--- src/rtl/bank_distributor.sv ---
// Distributes N input lanes across N memory banks with an address-dependent
// rotation; outputs are registered and write strobes drop for out-of-range addresses.
module bank_distributor #(
  parameter int CHANNEL_NUMBER    = 3,
  parameter int CHANNEL_BANDWIDTH = 8,
  parameter int BLOCK_DEPTH       = 12,
  localparam int CHANNEL_DEPTH    = BLOCK_DEPTH / CHANNEL_NUMBER,
  localparam int GLOBAL_ADDR_BITS = $clog2(BLOCK_DEPTH),
  localparam int BANK_ADDR_BITS   = $clog2(BLOCK_DEPTH)
) (
  input  logic                         I_clk_in,
  input  logic                         I_rst_n,
  input  logic [CHANNEL_BANDWIDTH-1:0] I_data_in     [0:CHANNEL_NUMBER-1],
  input  logic [GLOBAL_ADDR_BITS-1:0]  I_address_in,
  output logic [CHANNEL_BANDWIDTH-1:0] O_data_out    [0:CHANNEL_NUMBER-1],
  output logic [BANK_ADDR_BITS-1:0]    O_address_out [0:CHANNEL_NUMBER-1],
  output logic                         O_clk_out     [0:CHANNEL_NUMBER-1]
);

  int                           addr_int;
  int                           rot_int;
  int                           ba_int;
  logic                         in_range;
  logic [CHANNEL_BANDWIDTH-1:0] data_d [0:CHANNEL_NUMBER-1];
  logic [BANK_ADDR_BITS-1:0]    addr_d;

  logic [CHANNEL_BANDWIDTH-1:0] data_q [0:CHANNEL_NUMBER-1];
  logic [BANK_ADDR_BITS-1:0]    addr_q;
  logic                         strobe_q;

  // Lane i lands in bank (i + rot) mod N; the loop form keeps every index constant.
  always_comb begin
    addr_int = int'(I_address_in);
    rot_int  = addr_int % CHANNEL_NUMBER;
    ba_int   = addr_int / CHANNEL_NUMBER;
    in_range = (addr_int < CHANNEL_DEPTH * CHANNEL_NUMBER);
    addr_d   = BANK_ADDR_BITS'(ba_int);
    for (int b = 0; b < CHANNEL_NUMBER; b++) begin
      data_d[b] = '0;
      for (int i = 0; i < CHANNEL_NUMBER; i++) begin
        if (((i + rot_int) % CHANNEL_NUMBER) == b) begin
          data_d[b] = I_data_in[i];
        end
      end
    end
  end

  // Out-of-range samples only clear the strobe; data and address keep their last values.
  always_ff @(posedge I_clk_in or negedge I_rst_n) begin
    if (!I_rst_n) begin
      for (int b = 0; b < CHANNEL_NUMBER; b++) begin
        data_q[b] <= '0;
      end
      addr_q   <= '0;
      strobe_q <= 1'b0;
    end else if (in_range) begin
      for (int b = 0; b < CHANNEL_NUMBER; b++) begin
        data_q[b] <= data_d[b];
      end
      addr_q   <= addr_d;
      strobe_q <= 1'b1;
    end else begin
      strobe_q <= 1'b0;
    end
  end

  always_comb begin
    for (int b = 0; b < CHANNEL_NUMBER; b++) begin
      O_data_out[b]    = data_q[b];
      O_address_out[b] = addr_q;
      O_clk_out[b]     = strobe_q;
    end
  end

endmodule

--- config.mk ---
export PLATFORM = sky130hd
export DESIGN_NAME = bank_distributor
export DESIGN_NICKNAME = d
export VERILOG_FILES = /design/src/rtl/bank_distributor.sv
export SDC_FILE = /design/constraint.sdc
export NUM_CORES = 1
export LEC_CHECK = 0
export ABC_AREA = 1
export CORE_MARGIN = 3
export CORE_UTILIZATION = 25
export CTS_CLUSTER_DIAMETER = 200
export DETAILED_ROUTE_END_ITERATION = 10
export HOLD_SLACK_MARGIN = 0.05
export PLACE_DENSITY_LB_ADDON = 0.15
export SLEW_MARGIN = 5
export SYNTH_ARGS = -nofsm -noshare
export SYNTH_HDL_FRONTEND = slang
export SYNTH_SLANG_ARGS = --single-unit
--- constraint.sdc ---
create_clock -name I_clk_in -period 0.8 [get_ports I_clk_in]
set_input_delay 0.16 -clock I_clk_in [delete_from_list [all_inputs] [get_ports I_clk_in]]
set_output_delay 0.16 -clock I_clk_in [all_outputs]
set_load 0.01 [all_outputs]
==> flow_summary.toml <==
[clock_network]
h-tree-depth = 1
path_clk_slew_ns = 0.07
cts_tree = "yes"
cts_made_buffers = 3
cts_hold_buf = 0
root_buffer = "clkbuf_16"
cts.sinks = 28
clk_latency_ns = 0.27
cts_buffer_depth = 2

[die]
rows = 56
die_y_um = 161
ioPinCount = 69
die_area_sq_mm = 0.0261
start_util_pct = 25.6
die_w_um = 161
coreArea_sq_mm = 0.0236

[drt]
ant_nets = 0
wl_per_cell_um = 11.8
first_pass_iters = 5
initialDrtViolationCount = 364
viasPerCell = 4.44
vias = 7908
drc = 0
wirelength_um = 21000

[finish]
nets = 1519
mostFrequentLayoutCells = "buf_4 (324), nand2_1 (278), inv_1 (98)"
multiInputGateArea_sq_mm = 0.00565
syn_to_final_growth_pct = 82.0
drive_gt1_share_pct = 51.2
diodes = 0
layout_commonest_cell = "buf_4"
nFillCells = 2428
register_area_sq_um = 701

[sta]
finalCritPeriodShare_pct = 818
fin_hold_ws_ns = 0.239
final_max_slew_viol_count = 0
setup_slack_ns = -5.74
finalHoldViolCount = 0
clock_skew_ns = 0
setup_viol = 63
fmax_ghz = 0.153
finalCriticalPeriod_ns = 6.54
rsz0062_at_grt = "yes"

[setup_path]
required_ns = 1.01
worstPathArrival_ns = 6.75
crit_fanout = 8
ff2ff_path_depth = 4
start_kind = "input port"
cp_slowest_stage_delay_ns = 0.24
slowest_stage = "o21ai_4"
endpoint_kind = "register"
cp_common_cell = "buf_4"
crit_type = "input port to register"

[placed_design]
gp_congestion = 0.868
dp_hpwl_um = 16200
port-buffer-count = 65

[grt]
grt-ovfl-total = 0
grt_first_pass_wirelength_um = 35200
grt_pass1_vias = 7617
grt_max_degree = 29
grtUsageTotal_pct = 15.7
antenna_found_initial = 0

[logic_synthesis]
synth_warnings = 0
synth-main-ff-cell = "dfrtp_1"
avgSynthCellArea_sq_um = 5.68
synthCells = 1064
ys_types = 45
async_flop_share_pct = 100
synth_edf_count = 0
syn_area_sq_mm = 0.00604
ys_seq_area_share_pct = 11.6
synth-seq-cells = 28

[run_status]
status = "finished with violations"
failed_checks = "setup timing"

[flow_run]
maxCapViolations = 0

[min_path]
worst_hold_path_type = "input port to asynchronous set/reset pin"
[kinds of logic (layout without fill, tap and decap cells)]
family                     after synthesis  in the layout  synth area share, %
adders and majority gates               25             25                 5.18
other                                    1              3               0.0621
xor gates and xnor gates                21             21                 3.04
buffers and inverters                  196            592                 13.7
AOI/OAI and AO/OA                       56             56                 6.50
DFF                                     28             28                 11.6
and+or+nand+nor                        737            738                 60.0
[area by class of cell]
type / count / share of cell area, %
Clock buffer: 3 / 0.683
Clock inverter: 1 / 0.273
Inverter: 164 / 5.86
Multi-Input combinational cell: 843 / 51.4
Sequential cell: 28 / 6.37
Tap cell: 319 / 3.63
Timing Repair Buffer: 424 / 31.8
[synthesized netlist by cell type, types with 4 or more instances]
cell type | count | area, sq um
nor2_2 | 13 | 81.3
nor2_1 | 76 | 285
nand3_1 | 129 | 646
nand2_2 | 21 | 131
inv_2 | 42 | 158
dfrtp_1 | 28 | 701
nand4_1 | 67 | 419
nand2_1 | 368 | 1380
nand3_2 | 16 | 160
xor2_1 | 18 | 158
o21ai_0 | 13 | 65.1
inv_1 | 118 | 443
o21ai_1 | 16 | 80.1
ha_1 | 25 | 313
o21ai_2 | 8 | 70.1
clkbuf_1 | 7 | 26.3
nor3_1 | 10 | 50.1
a21oi_1 | 5 | 25.0
nand2_4 | 12 | 135
nor2_4 | 7 | 78.8
buf_4 | 17 | 128
a21oi_4 | 4 | 65.1
clkinv_1 | 4 | 15.0
[registers in the layout, indices dropped and copies added, names as in the netlist]
name	cells
O_data_out	24
addr_q	3
strobe_q	1
[worst max-delay path: cells and delay by family]
family          cells  cell delay (ns)
simple gates       28             2.58
buf+inv            22             2.38
compound gates      4             0.68
fa+ha+maj           4             0.62
xor+xnor            2             0.31
[layer usage]
| layer | GRT usage (%) | wire length [um] |
|---|---|---|
| met3 | 0.975 | 621 |
| met1 | 22.4 | 10200 |
| met2 | 26.7 | 10000 |
| met4 | 2.35 | 198 |
| met5 | 0 | 0 |
[path summary, 6_finish.rpt]
path / start / endpoint / slack [ns]
worst max-delay path: I_address_in[2] / O_data_out[19] / -5.74
min in group I_clk_in: I_address_in[2] / addr_q[1] / 0.36
max in group asynchronous: I_rst_n / O_data_out[14] / 0.40
worst min register to register: O_data_out[0] / O_data_out[0] / 0.48
worst max register to register: addr_q[1] / addr_q[1] / -0.08
worst min-delay path: I_rst_n / addr_q[1] / 0.24
[what timing repair did]
action / 4_1_cts / 5_1_grt
hold endpoints to repair: 0 / 0
pin swaps: 107 / 123
resized for setup: 291 / 125
setup endpoints to repair: 64 / 64
buffers inserted: 65 / 27
cloned: 2 / 0
[through the flow]
step | utilization (%) | cells | worst slack [ns] | instance area [sq um] | TNS, ns
after detailed placement | 39.7 | 1691 | -6.67 | 9380 | -172.14
after global routing | 46.6 | 1782 | -6.27 | 11000 | -158.31
final | 46.6 | 1782 | -5.74 | 11000 | -143.93
after floorplan | - | 1066 | -5.59 | 6390 | -135.15
after global placement | 39.7 | 1691 | -6.65 | 9380 | -171.45
after CTS | 43.9 | 1761 | -5.78 | 10400 | -146.16
Power is not shown: default switching activity piles up to over one toggle a cycle in this logic, so the estimate is an artifact.
